<file path="src/rtl/tt_example_pkg.sv">
// Shared constants for the TinyTapeout example adder tile.
//   WIDTH     : operand/sum width fixed by the TT pinout
//   ZERO_BYTE : reset value of the sum register and tie value for unused pins
package tt_example_pkg;

  localparam int unsigned WIDTH = 8;

  localparam logic [WIDTH-1:0] ZERO_BYTE = WIDTH'(0);

endpackage : tt_example_pkg

</file>
<file path="src/rtl/tt_um_example_adder_add_w.sv">
// Combinational WIDTH-bit unsigned adder with carry-out.
//   a, b : unsigned operands
//   sum  : (a + b) mod 2^WIDTH
//   cout : carry out of the top bit
module add_w
  import tt_example_pkg::*;
(
  input  logic [WIDTH-1:0] a,
  input  logic [WIDTH-1:0] b,
  output logic [WIDTH-1:0] sum,
  output logic             cout
);

  // Extend both operands by one bit so the carry lands in the MSB.
  assign {cout, sum} = (WIDTH+1)'(a) + (WIDTH+1)'(b);

endmodule : add_w

</file>
<file path="src/rtl/tt_um_example_adder.sv">
// TinyTapeout user tile: registered 8-bit modulo-256 adder.
//   clk     : rising-edge clock
//   rst_n   : synchronous reset, ACTIVE-HIGH despite the name (harness naming)
//   ena     : tile enable; the sum register only loads while high
//   ui_in   : operand A
//   uio_in  : operand B (all bidir pins used as inputs)
//   uo_out  : registered sum, one cycle after the operands
//   uio_out : unused, tied low
//   uio_oe  : bidir enables, tied low so every uio pin is an input
module tt_um_example_adder
  import tt_example_pkg::*;
(
`ifdef GL_TEST
  input  wire              VPWR,
  input  wire              VGND,
`endif
  input  logic             clk,
  input  logic             rst_n,
  input  logic             ena,
  input  logic [WIDTH-1:0] ui_in,
  input  logic [WIDTH-1:0] uio_in,
  output logic [WIDTH-1:0] uo_out,
  output logic [WIDTH-1:0] uio_out,
  output logic [WIDTH-1:0] uio_oe
);

  logic [WIDTH-1:0] sum_c;
  logic             cout_unused;
  logic [WIDTH-1:0] sum_q;

  // Adder datapath; the carry-out is intentionally dropped (modulo-256 result).
  add_w u_add (
    .a    (ui_in),
    .b    (uio_in),
    .sum  (sum_c),
    .cout (cout_unused)
  );

  // Sum register: reset wins over enable, hold while disabled.
  always_ff @(posedge clk) begin
    if (rst_n) begin
      sum_q <= ZERO_BYTE;
    end else if (ena) begin
      sum_q <= sum_c;
    end
  end

  assign uo_out  = sum_q;
  assign uio_out = ZERO_BYTE;
  assign uio_oe  = ZERO_BYTE;

endmodule : tt_um_example_adder

</file>
<file path="config.mk">
export PLATFORM = sky130hd
export DESIGN_NAME = tt_um_example_adder
export DESIGN_NICKNAME = d
export VERILOG_FILES = /design/src/rtl/tt_example_pkg.sv /design/src/rtl/tt_um_example_adder_add_w.sv /design/src/rtl/tt_um_example_adder.sv
export SDC_FILE = /design/constraint.sdc
export NUM_CORES = 1
export LEC_CHECK = 0
export CAP_MARGIN = 10
export CELL_PAD_IN_SITES_DETAIL_PLACEMENT = 2
export CELL_PAD_IN_SITES_GLOBAL_PLACEMENT = 2
export CORE_MARGIN = 8
export CORE_UTILIZATION = 22
export CTS_BUF_LIST = sky130_fd_sc_hd__clkbuf_4 sky130_fd_sc_hd__clkbuf_8
export DETAILED_ROUTE_END_ITERATION = 8
export GPL_ROUTABILITY_DRIVEN = 0
export GPL_TIMING_DRIVEN = 0
export PLACE_DENSITY_LB_ADDON = 0.1
export SETUP_SLACK_MARGIN = 0.2
export SYNTH_ARGS = -nofsm -noshare
export SYNTH_HDL_FRONTEND = slang
export SYNTH_HIERARCHICAL = 1
export SYNTH_SLANG_ARGS = --single-unit
</file>
<file path="constraint.sdc">
create_clock -name clk -period 2.7 [get_ports clk]
set_input_delay 0.405 -clock clk [delete_from_list [all_inputs] [get_ports clk]]
set_output_delay 0.405 -clock clk [all_outputs]
set_load 0.02 [all_outputs]
</file>
==> results.md <==
* Setup repair after global routing missed its margin: no
* Final critical-path setup slack at 0.6922 ns
* Effective utilization at floorplan at 0.2337
* TritonCTS clock tree: built
* Maximum number of pins on one net before global-route repair at 9
* Standard cell core area at 3078 um2
* Crit path capture type: flip-flop
* Hold_ws at 0.4709 ns
* Result of the run: completed
* Post-CTS Resized at 0
* Post-Route Setup TNS at 0 ns
* Number of antenna violations at the first check in global routing at 0
* Total number of nets in the final design at 154
* Final setup viols at 0
* GRT Resource Usage Total at 0.07552
* Share of total power consumed by net switching at 0.3370
* Reported net switching power at 0.0001437 W
* Clock root buffer: clkbuf_4
* Origin of the worst min-delay path: ena
* Top-Level Pins at 43
* Setup Crit Path Kind: primary input to flip-flop
* Total count of hold-check failures in the final report at 0
* Most frequent standard cell in the layout excluding fill and tap cells: clkdlybuf4s50_1
* Yosys warning total at 6
* Global-route wire length before repair at 3222 um
* Count of hold buffers inserted by post-cts repair at 0
* DRC viols at 0
* Total die area at 5356 um2
* Sort of element at the start of the critical path: primary input
* Dpl hpwl at 1689 um
* Worst hold-check path type: primary input to flip-flop
* Routed via count at 656
* Fraction of power consumed by the clock network at 0.208
* Number of clock sinks at 8
* Largest fanout of any net on the critical path at 6
* Final global-route overflow total at 0
* Peak supply drop at 0.0001796 V
* Clock skew after layout at 0 ns
* Crit. Startpoint: ui_in[4]
* Routed vias/inst at 3.905
* Number of buffers added by the clock tree synthesis step at 3
* Max Clock Freq at 498.1 MHz
* Worst-skew pair later-pin latency at 0.25 ns
* Post-CTS Repair Setup Buffers at 0
* Netlist Area Pre-Place at 719.4 um2
* Number of buffers on the longest clock path at 2
* Synth-to-layout area growth at 52.00%
* Combinational fraction of design power at 0.471
* Initial DRT Pass Iterations at 3
* WP data required at 2.89 ns
* Number of flip-flops in the largest register at 8
* Commonest cells after routing, fill and taps aside: clkdlybuf4s50_1, buf_4, conb_1, nor2_1, mux2i_1
* Die Ht at 73.19 um
* Post-Synthesis Mean Instance Area at 8.774 um2
* Arrival time of the worst setup path at 2.20 ns
* Register share of total power at 0.321
* Max capacitance violation total at 0
* Clock-pin slew on the worst setup and hold paths at 0.05 ns
* Port-buffer cells at 24
* Site row count at 20
* DRT iter0 DRCs at 11
* Share of the clock period used by the worst path after layout at 0.7436
* Final number of max-transition violations at 0
* Internal at 0.0002826 W
* Total number of H-tree levels at 1
* Total inserted antenna cells at 0
* Detail-routed net length per standard cell at 11.27 um
* Total Routed Length at 1894 um
* Leakage power total at 0.5314 nW
* Horizontal extent of the die at 73.19 um
* Cell Pwr Density at 389.8 nW/um2
* Final-layout fill cell count at 369
* Number of global-route vias before repair at 779
* Share of post-route cells with drive strength above 1 at 0.1694
* ANT nets after route at 0
* Clock period minus final worst setup slack at 2.008 ns
* Worst R2R Start: uo_out[4]
* Count of mapped cells out of synthesis at 82
* Post-placement setup slack at 0.3871 ns
## per-stage QoR
step / instance area, um2 / instances / utilization / total power [W]
2_1_floorplan: 775.7 / 97 / - / 0.0002706
3_3_place_gp: 1071 / 165 / 0.3480 / 0.0003374
3_5_place_dp: 1071 / 165 / 0.3480 / 0.0003402
4_1_cts: 1094 / 168 / 0.3553 / 0.0004354
5_1_grt: 1094 / 168 / 0.3553 / 0.0004609
6_report: 1094 / 168 / 0.3553 / 0.0004263
## per-layer routing
metal,GRT usage,up-vias,part of all wire
met3,0.02060,2,0.076
li1,-,338,-
met5,0,-,0
met2,0.1331,21,0.49
met4,0.05333,0,0.011
met1,0.07465,295,0.42
## power by group through the flow
stage / clock network [W] / logic [W] / registers (W)
floorplan: 0 / 0.000116 / 0.000154
global placement: 0 / 0.000198 / 0.000139
detailed placement: 0 / 0.000201 / 0.000140
CTS: 0.0000963 / 0.000202 / 0.000137
global route: 0.000101 / 0.000221 / 0.000138
finish: 0.0000886 / 0.000201 / 0.000137
## cell type report
class	count	area, um2	area share
Buffer	18	135.1	0.1236
Clock buffer	3	22.52	0.02059
Inverter	3	11.26	0.01030
Multi-Input combinational cell	68	469.2	0.4291
Sequential cell	8	160.2	0.1465
Tap cell	44	55.05	0.05034
Timing Repair Buffer	24	240.2	0.2197
## worst paths after layout
kind | slack, ns | cells past startpoint | to
worst min-delay path | 0.47 | 3 | uo_out[0]
worst min register to register | 0.49 | 2 | uo_out[3]
worst max-delay path | 0.69 | 8 | uo_out[7]
worst max register to register | 2.09 | 2 | uo_out[4]
## critical path, stage by stage
cell and delay, ns:
clkdlybuf4s50_1 0.41, ha_1 0.38, a21o_1 0.23, a2111oi_0 0.42, mux2i_1 0.13, nand2_1 0.08, mux2i_1 0.06, nor2_1 0.07
(Power assumes the default switching activity.)
